<file path="src/rtl/regfile_if.sv">
// Register file bus: two read ports, one write port, reservation/flush
// controls and the pending-count status.
//   master : decode/writeback side (drives addresses, write, reserve, flush)
//   slave  : register file (drives read data, ready flags, pending_cnt)
interface regfile_if #(
  parameter int unsigned XLEN   = 32,
  parameter int unsigned ADDR_W = 5
);
  logic [ADDR_W-1:0] rs1_addr;
  logic [ADDR_W-1:0] rs2_addr;
  logic [XLEN-1:0]   rs1_data;
  logic [XLEN-1:0]   rs2_data;
  logic              rs1_ready;
  logic              rs2_ready;
  logic              we;
  logic [ADDR_W-1:0] rd_addr;
  logic [XLEN-1:0]   rd_data;
  logic              rsv_en;
  logic [ADDR_W-1:0] rsv_addr;
  logic              flush;
  logic [ADDR_W:0]   pending_cnt;

  modport master (
    output rs1_addr, rs2_addr, we, rd_addr, rd_data, rsv_en, rsv_addr, flush,
    input  rs1_data, rs2_data, rs1_ready, rs2_ready, pending_cnt
  );

  modport slave (
    input  rs1_addr, rs2_addr, we, rd_addr, rd_data, rsv_en, rsv_addr, flush,
    output rs1_data, rs2_data, rs1_ready, rs2_ready, pending_cnt
  );
endinterface

</file>
<file path="src/rtl/regfile_2r1w.sv">
// Parametrised 2-read / 1-write integer register file with per-entry
// pending (scoreboard) bits, optional hardwired zero register and optional
// write-to-read bypass.
//   clk   : rising-edge clock
//   rst_n : asynchronous active-low reset (clears data, pending bits, count)
//   rf    : regfile_if.slave -- read ports (combinational data/ready),
//           write port, reservation, flush, registered pending_cnt
module regfile_2r1w #(
  parameter int unsigned XLEN     = 32,
  parameter int unsigned ADDR_W   = 5,
  parameter bit          ZERO_REG = 1'b1,
  parameter bit          BYPASS   = 1'b1
) (
  input logic     clk,
  input logic     rst_n,
  regfile_if.slave rf
);

  localparam int unsigned DEPTH = 2 ** ADDR_W;
  localparam int unsigned CNT_W = ADDR_W + 1;

  logic [XLEN-1:0]  mem_q [DEPTH];
  logic [DEPTH-1:0] pend_q;
  logic [DEPTH-1:0] pend_d;
  logic [CNT_W-1:0] cnt_q;
  logic [CNT_W-1:0] cnt_d;

  logic wr_ok;
  logic rsv_ok;

  logic [ADDR_W-1:0] rd_port_addr [2];
  logic [XLEN-1:0]   rd_port_data [2];
  logic              rd_port_rdy  [2];

  // Entry 0 swallows writes and reservations when it is the zero register.
  assign wr_ok  = rf.we     && !(ZERO_REG && (rf.rd_addr  == '0));
  assign rsv_ok = rf.rsv_en && !(ZERO_REG && (rf.rsv_addr == '0));

  // Pending-bit update: write clears, reservation sets (wins), flush clears all.
  always_comb begin
    pend_d = pend_q;
    if (wr_ok) begin
      pend_d[rf.rd_addr] = 1'b0;
    end
    if (rsv_ok) begin
      pend_d[rf.rsv_addr] = 1'b1;
    end
    if (rf.flush) begin
      pend_d = '0;
    end
  end

  // Population count of the post-edge pending vector.
  always_comb begin
    cnt_d = '0;
    for (int unsigned i = 0; i < DEPTH; i++) begin
      cnt_d = cnt_d + CNT_W'(pend_d[i]);
    end
  end

  // Storage, pending bits and count.
  always_ff @(posedge clk or negedge rst_n) begin
    if (!rst_n) begin
      for (int unsigned i = 0; i < DEPTH; i++) begin
        mem_q[i] <= '0;
      end
      pend_q <= '0;
      cnt_q  <= '0;
    end else begin
      if (wr_ok) begin
        mem_q[rf.rd_addr] <= rf.rd_data;
      end
      pend_q <= pend_d;
      cnt_q  <= cnt_d;
    end
  end

  assign rd_port_addr[0] = rf.rs1_addr;
  assign rd_port_addr[1] = rf.rs2_addr;

  // Read ports: zero register beats bypass, bypass beats stored state.
  always_comb begin
    for (int p = 0; p < 2; p++) begin
      rd_port_data[p] = mem_q[rd_port_addr[p]];
      rd_port_rdy[p]  = !pend_q[rd_port_addr[p]];
      if (BYPASS && rf.we && (rf.rd_addr == rd_port_addr[p])) begin
        rd_port_data[p] = rf.rd_data;
        rd_port_rdy[p]  = 1'b1;
      end
      if (ZERO_REG && (rd_port_addr[p] == '0)) begin
        rd_port_data[p] = '0;
        rd_port_rdy[p]  = 1'b1;
      end
    end
  end

  assign rf.rs1_data    = rd_port_data[0];
  assign rf.rs2_data    = rd_port_data[1];
  assign rf.rs1_ready   = rd_port_rdy[0];
  assign rf.rs2_ready   = rd_port_rdy[1];
  assign rf.pending_cnt = cnt_q;

endmodule

</file>
<file path="src/flat_wrapper.sv">
// flat-port wrapper written by rule: the top's interface ports become plain ports
module regfile_2r1w_flat 
#(
  parameter int unsigned XLEN     = 32,
  parameter int unsigned ADDR_W   = 5,
  parameter bit          ZERO_REG = 1'b1,
  parameter bit          BYPASS   = 1'b1
)
  (clk, rst_n, rf_rs1_addr, rf_rs2_addr, rf_we, rf_rd_addr, rf_rd_data, rf_rsv_en, rf_rsv_addr, rf_flush, rf_rs1_data, rf_rs2_data, rf_rs1_ready, rf_rs2_ready, rf_pending_cnt);
  regfile_if #(.XLEN(XLEN), .ADDR_W(ADDR_W)) rf_i ();
  input logic clk;
  input logic rst_n;
  input wire logic [$bits(rf_i.rs1_addr)-1:0] rf_rs1_addr;
  input wire logic [$bits(rf_i.rs2_addr)-1:0] rf_rs2_addr;
  input wire logic [$bits(rf_i.we)-1:0] rf_we;
  input wire logic [$bits(rf_i.rd_addr)-1:0] rf_rd_addr;
  input wire logic [$bits(rf_i.rd_data)-1:0] rf_rd_data;
  input wire logic [$bits(rf_i.rsv_en)-1:0] rf_rsv_en;
  input wire logic [$bits(rf_i.rsv_addr)-1:0] rf_rsv_addr;
  input wire logic [$bits(rf_i.flush)-1:0] rf_flush;
  output wire logic [$bits(rf_i.rs1_data)-1:0] rf_rs1_data;
  output wire logic [$bits(rf_i.rs2_data)-1:0] rf_rs2_data;
  output wire logic [$bits(rf_i.rs1_ready)-1:0] rf_rs1_ready;
  output wire logic [$bits(rf_i.rs2_ready)-1:0] rf_rs2_ready;
  output wire logic [$bits(rf_i.pending_cnt)-1:0] rf_pending_cnt;
  assign rf_i.rs1_addr = rf_rs1_addr;
  assign rf_i.rs2_addr = rf_rs2_addr;
  assign rf_i.we = rf_we;
  assign rf_i.rd_addr = rf_rd_addr;
  assign rf_i.rd_data = rf_rd_data;
  assign rf_i.rsv_en = rf_rsv_en;
  assign rf_i.rsv_addr = rf_rsv_addr;
  assign rf_i.flush = rf_flush;
  assign rf_rs1_data = rf_i.rs1_data;
  assign rf_rs2_data = rf_i.rs2_data;
  assign rf_rs1_ready = rf_i.rs1_ready;
  assign rf_rs2_ready = rf_i.rs2_ready;
  assign rf_pending_cnt = rf_i.pending_cnt;
  regfile_2r1w #(.XLEN(XLEN), .ADDR_W(ADDR_W), .ZERO_REG(ZERO_REG), .BYPASS(BYPASS)) u_core (.clk(clk), .rst_n(rst_n), .rf(rf_i));
endmodule
</file>
<file path="config.mk">
export PLATFORM = sky130hd
export DESIGN_NAME = regfile_2r1w_flat
export DESIGN_NICKNAME = d
export VERILOG_FILES = /design/src/rtl/regfile_if.sv /design/src/rtl/regfile_2r1w.sv /design/src/flat_wrapper.sv
export SDC_FILE = /design/constraint.sdc
export NUM_CORES = 2
export LEC_CHECK = 0
export ABC_AREA = 0
export BUFFER_PORTS_ARGS = -buffer_cell sky130_fd_sc_hd__buf_2
export CORE_ASPECT_RATIO = 1.25
export CORE_UTILIZATION = 50
export CTS_CLUSTER_SIZE = 10
export DETAILED_ROUTE_END_ITERATION = 16
export GPL_ROUTABILITY_DRIVEN = 0
export PLACE_DENSITY = 0.77
export SLEW_MARGIN = 20
export SYNTH_ARGS = -nofsm -noshare
export SYNTH_HDL_FRONTEND = slang
export SYNTH_SLANG_ARGS = --single-unit
</file>
<file path="constraint.sdc">
create_clock -name clk -period 12.6 [get_ports clk]
set_input_delay 0.63 -clock clk [delete_from_list [all_inputs] [get_ports clk]]
set_output_delay 0.63 -clock clk [all_outputs]
set_load 0.1 [all_outputs]
</file>
; Word-level counts from Yosys, hierarchy flattened
; Cells that the tools add are included.
[op_classes]
muxes = 28
n_bitwise = 6
n_lt_le_gt_ge = 10
n_reduce_logical = 15
eq_ne = 2
addsub = 31
[ops]
columns = op, n
row1 = $bwmux 1024, 1
row2 = $mux 32, 12
row3 = $bmux 32 s5, 2
row4 = $add 6x1->6, 30
row5 = $demux 32 s5, 1
row6 = $and 32x32->32, 1
row7 = $not 32->32, 1
row8 = $or 32x32->32, 1
row9 = $lt 5x6->1 const B, 4
row10 = $logic_not 5->1, 4
row11 = $ge 6x6->1 const B, 3
row12 = $not 5->6, 3
row13 = $bmux 1 s5, 2
row14 = $demux 1 s5, 2
row15 = $eq 5x5->1, 2
row16 = $ge 5x1->1 const B, 2
row17 = $mux 1, 8
row18 = $logic_and 1x1->1, 7
row19 = $lt 6x1->1 const B, 1
row20 = $logic_not 1->1, 4
row21 = $add 1x1->2, 1
[totals]
ff_bits = 1062
wordCells = 126
inputBits = 57
output_inout_bits = 72

; Longest topological paths before layout
[logic_depth]
ltp_word = 41
mapped_depth = 24
depth_no_buf = 22

; Worst setup path before layout
; No wires, ideal clock.
[synth_path]
kind = input -> register
from = input port rf_rd_addr[4]
to = register u_core.cnt_q[4], in the netlist u_core.rf.pending_cnt[4]
path_buffers = 2
t_required_ns = 12.520
cell_stages = 20
setup_ns = 0.080
path_slack_ns = 6.354
arrival_time_ns = 6.166
path_cell_list = buf_2 -> nor3_1 -> nand2_1 -> buf_1 -> a22oi_1 -> nor2_1 -> ha_1 -> inv_1 -> fa_1 -> fa_1 -> fa_1 -> fa_1 -> fa_1 -> fa_1 -> inv_1 -> fa_1 -> fa_1 -> a21o_1 -> a21oi_1 -> xnor2_1
[synth_between]
elab_chain_cells = 41
elab_cells_between_ends = 45
cone_classes = add/sub (31) / order compare (2) / mux (5) / bitwise (3) / reduce/logical (4)
[synth_rtl]
columns = item, line_no
row1 = from (decl), flat_wrapper.sv:16  ; input wire logic [$bits(rf_i.rd_addr)-1:0] rf_rd_addr;
row2 = $lt 5x6->1 (implied by the code) or $ge 5x1->1 (tied branches), regfile_2r1w.sv:43  ; pend_d[rf.rd_addr] = 1'b0;
row3 = $logic_and 1x1->1 (implied by the code), regfile_2r1w.sv:43
row4 = $mux 1 (implied by the code), regfile_2r1w.sv:43
row5 = $demux 1 s5, n/a
row6 = $not 32->32 (no source line), n/a
row7 = $and 32x32->32 (no source line), n/a
row8 = $mux 32 (*), regfile_2r1w.sv:42  ; if (wr_ok) begin
row9 = $or 32x32->32 (no source line), n/a
row10 = $mux 32 (*), regfile_2r1w.sv:45  ; if (rsv_ok) begin
row11 = $mux 32 (*), regfile_2r1w.sv:48  ; if (rf.flush) begin
row12 = net u_core.pend_d[1], regfile_2r1w.sv:24  ; logic [DEPTH-1:0] pend_d;
row13 = $add 1x1->2 (*), regfile_2r1w.sv:57  ; cnt_d = cnt_d + CNT_W'(pend_d[i]);
row14 = $add 6x1->6 (*) (30 in a row), regfile_2r1w.sv:57
row15 = net u_core.cnt_d[4], regfile_2r1w.sv:26  ; logic [CNT_W-1:0] cnt_d;
row16 = to (signal assigned), regfile_2r1w.sv:74  ; cnt_q <= cnt_d;
row17 = to (decl), regfile_2r1w.sv:25  ; logic [CNT_W-1:0] cnt_q;
; Mark *: on every way through the listed nets, which the timed path passes. The rest lies on a longest branch.
; A chain may end at the register's enable or synchronous reset.

; Worst setup path in the final report
[layout_path]
from = input port rf_rd_addr[3]
to = register u_core.cnt_q[4], in the netlist u_core.rf.pending_cnt[4]
[layout_between]
elab_chain_cells = 41
elab_cells_between_ends = 45
cone_classes = add/sub (31) / order compare (2) / mux (5) / bitwise (3) / reduce/logical (4)
[layout_rtl]
columns = item, line_no
row1 = $lt 5x6->1 (implied by the code) or $ge 5x1->1 (tied branches), regfile_2r1w.sv:43
row2 = $logic_and 1x1->1 (implied by the code), regfile_2r1w.sv:43
row3 = $mux 1 (implied by the code), regfile_2r1w.sv:43
row4 = $demux 1 s5, n/a
row5 = $not 32->32 (no source line), n/a
row6 = $and 32x32->32 (no source line), n/a
row7 = $mux 32 (*), regfile_2r1w.sv:42
row8 = $or 32x32->32 (no source line), n/a
row9 = $mux 32 (*), regfile_2r1w.sv:45
row10 = $mux 32 (*), regfile_2r1w.sv:48
row11 = $add 1x1->2, regfile_2r1w.sv:57
row12 = $add 6x1->6 (29 in a row), regfile_2r1w.sv:57
row13 = $add 6x1->6 (*), regfile_2r1w.sv:57
row14 = net u_core.cnt_d[4], regfile_2r1w.sv:26
; Marks and branches as above.

==> results.yml <==
floorplan:
  start_util_pct: 50.69
  die_w_microns: 305.8
  dieArea_sq_um: 116700
  io_pins: 129
  core_area_sq_um: 113800
  fp.dieH_microns: 381.7
  rows: 138
setup_path:
  critical_path_cell_count: 18
  crit_buf_inv: 3
  arrival_ps: 6610
  end_kind: "flip-flop"
  rr_worst_depth: 16
  required_ps: 13220
  path_cells: "buf_2 > nor3b_1 > nand2_2 > buf_4 > nand2_1 > a21o_1 > fa_1 > fa_1 > fa_1 > fa_1 > fa_1 > fa_1 > inv_1 > fa_1 > fa_1 > a21o_1 > a21oi_1 > xnor2_1"
  rr_startpoint: "u_core.pend_q[1]"
  crit_top_cell: "fa_1"
  r2r_slack_ps: 7220
  startpoint_type: "input pin"
  critPathTopFamily: "adder cells"
  max_stage_delay_ps: 610
  reg2reg_to: "u_core.rf.pending_cnt[4]"
  worstPathMaxFanout: 33
  worstSetupPathType: "input pin to flip-flop"
  crit_slowest_cell: "nor3b_1"
routing:
  drt_iter0_drc: 4168
  wirelength_mm: 173.0
  dr.pass1.iters: 6
  route.detailed.drc: 0
  num_vias: 37930
  viasPerCell: 7.044
  ant_nets: 0
  wire_per_inst_microns: 32.14
clock_tree:
  htreeDepth: 3
  cts_setup_buffers: 0
  post_cts_resized: 0
  cts_tree: "done"
  ctsRootBufferMaster: "clkbuf_16"
  cts_made_buffers: 117
  cts_buffer_depth: 3
  clock-sinks: 1062
  cts.clk_slew.worst_paths_ps: 60
  clkLatencyLatePin_ps: 700
hold_path:
  min-delay-start: "rf_rsv_addr[0]"
  whs_path_depth: 3
  hold_class: "input pin to flip-flop"
  whs_endpoint: "u_core.pend_q[27]"
logic_synthesis:
  yosysSeqAreaShare_pct: 46.07
  synth_fp_nets: 4101
  synth-main-ff-cell: "dfrtp_1"
  synth_edf_count: 0
  syn_inst: 4012
  avgSynthCellArea_sq_um: 14.38
  synthArstFlopShare_pct: 100.0
  synth.distinct_cells: 52
  synth_warnings: 0
  ys_seq_elements: 1062
  syn_area_sq_um: 57680
grt:
  track_usage_pct: 29.84
  grt_pass1_wl_mm: 258.8
  grt_pass1_vias: 39570
  grt_max_degree: 197
  grt_overflow: 0
  antenna_found_initial: 11
pwr:
  intPower_uw: 6834
  clkPwrFrac_pct: 31.1
  p_sw_share_pct: 29.56
  p_seq_share_pct: 46.4
  comb_power_share_pct: 22.5
  cellLeakagePower_uw: 0.02722
  powerDensity_nw_per_um2: 155.8
  worst_ir_drop_vdd_uv: 128.7
  switchingPower_uw: 2868
placement:
  io_buffers: 128
  dp_hpwl_mm: 96.86
  detailed_place.area_sq_um: 59080
layout:
  nets: 3985
  final_area_sq_um: 62260
  area_growth_pct: 7.930
  drive_gt1_share_pct: 47.21
run_status:
  outcome: "finished, final reports clean"
sta:
  fmax_mhz: 167.1
  relSlewSlack_pct: 18.22
  rsz0062_at_grt: "no"
  whs_ps: 306.0
  setup-violations-final: 0
  fin_crit_sh_pct: 47.51
  hold_viol: 0
  fin_crit_ps: 5986
  drv_slew: 0
  skew_ps: 9.324
  fin_setup_tns_ps: 0
  worst_slew_pin_slew_ps: 1222
job:
  cap_violations: 0
logic make-up after synthesis:
| group | share of synthesized area (%) |
|---|---|
| multiplexers | 40.69 |
| flip-flops | 46.07 |
| buffers and inverters | 3.844 |
| AO/OA/AOI/OAI | 5.444 |
| AND/OR/NAND/NOR | 2.746 |
| adder cells (fa/ha/maj) | 1.006 |
| XOR/XNOR | 0.1974 |
cell usage in the layout (no fill, tap or decap), types with 35 or more instances in the layout:
| cell type | instances |
|---|---|
| a211oi_1 | 40 |
| a22o_1 | 42 |
| a22oi_1 | 64 |
| buf_2 | 121 |
| buf_4 | 75 |
| clkbuf_16 | 117 |
| dfrtp_1 | 1062 |
| inv_1 | 52 |
| mux2_2 | 1020 |
| mux2i_1 | 195 |
| mux4_2 | 442 |
| nand2_1 | 126 |
| nor2_1 | 35 |
| o21ai_0 | 52 |
| o22ai_1 | 58 |
state kept, by name (all words and copies together), names as in the netlist:
name and cells:
u_core.pend_q 32, u_core.mem_q 1024, u_core.rf.pending_cnt 6
power groups by stage:
stage	registers [uW]	clock network, uW	logic [uW]
after detailed placement	4540	0	2170
after global routing	4580	3170	2310
final	4510	3010	2180
after CTS	4480	3050	2180
after floorplan	4390	0	1740
after global placement	4480	0	2120
cell usage after synthesis, drive strengths merged, types with 6 or more instances:
cell | count | area [sq um]
a211o | 31 | 271.5
a211oi | 40 | 300.3
a21o | 21 | 157.7
a21oi | 26 | 130.1
a22o | 42 | 367.9
a22oi | 64 | 480.5
a32o | 31 | 310.3
and2 | 8 | 50.05
and3 | 15 | 93.84
buf | 214 | 1155
clkbuf | 231 | 867.1
dfrtp | 1062 | 26580
fa | 24 | 480.5
ha | 8 | 100.1
inv | 52 | 195.2
mux2 | 1020 | 11490
mux2i | 195 | 1952
mux4 | 445 | 10030
nand2 | 142 | 533.0
nand3 | 10 | 50.05
nand3b | 11 | 82.58
nand4 | 17 | 106.4
nor2 | 53 | 198.9
nor2b | 22 | 137.6
nor3 | 12 | 60.06
nor3b | 7 | 52.55
nor4 | 10 | 62.56
o21ai | 52 | 260.3
o221ai | 31 | 271.5
o22a | 12 | 105.1
o22ai | 58 | 362.9
or3b | 6 | 52.55
xnor2 | 8 | 70.07
worst register-to-register path, stage by stage (launching register included):
cell and delay [ps]:
dfrtp_1 400, a22oi_1 160, nor2_1 80, ha_1 310
inv_1 40, fa_1 470, fa_1 520, fa_1 450
fa_1 510, fa_1 430, fa_1 500, inv_1 50
fa_1 410, fa_1 470, a21o_1 190, a21oi_1 160
xnor2_1 140
routing by layer:
layer  vias to the layer above  share of wire [%]  GRT usage [%]
met4                         8                5.3          14.98
met5                         -              0.030              0
met2                      1962                 49          48.68
met1                     20360                 37          38.11
li1                      15060                  -              -
met3                       532                8.7          5.783
per-stage QoR:
step / power (uW) / util [%] / std cells / setup slack [ps]
floorplan: 6134 / - / 4012 / 6354
global placement: 6602 / 51.92 / 5245 / 6043
detailed placement: 6710 / 51.92 / 5245 / 5935
CTS: 9716 / 54.68 / 5381 / 6657
global route: 10060 / 54.71 / 5382 / 6392
finish: 9702 / 54.71 / 5384 / 6614
worst max-delay path by stage:
stage / start / endpoint / slack, ps
final: rf_rd_addr[3] / u_core.rf.pending_cnt[4] / 6610
after global routing: rf_rd_addr[3] / u_core.rf.pending_cnt[4] / 6390
after CTS: rf_rd_addr[3] / u_core.rf.pending_cnt[4] / 6660
after detailed placement: rf_rd_addr[3] / u_core.rf.pending_cnt[4] / 5940
after global placement: rf_rd_addr[0] / u_core.rf.pending_cnt[4] / 6040
after floorplan: rf_rd_addr[4] / u_core.rf.pending_cnt[4] / 6350
cell type report:
class                      instances  area, sq um
antenna                            2        5.005
clock buffer                     127         2975
clock inverter                     8        153.9
fill                            8931        51530
inverter                          52        195.2
multi-input combinational       2453        29100
sequential                      1062        26580
tap                             1470         1839
timing repair buffer             210         1413
what timing repair did:
action / in CTS / in global routing
hold endpoints to repair: 80 / 0
setup endpoints to repair: 0 / 0
hold buffers: 1 / 0
Note: power is estimated with default switching activity, not from simulation.
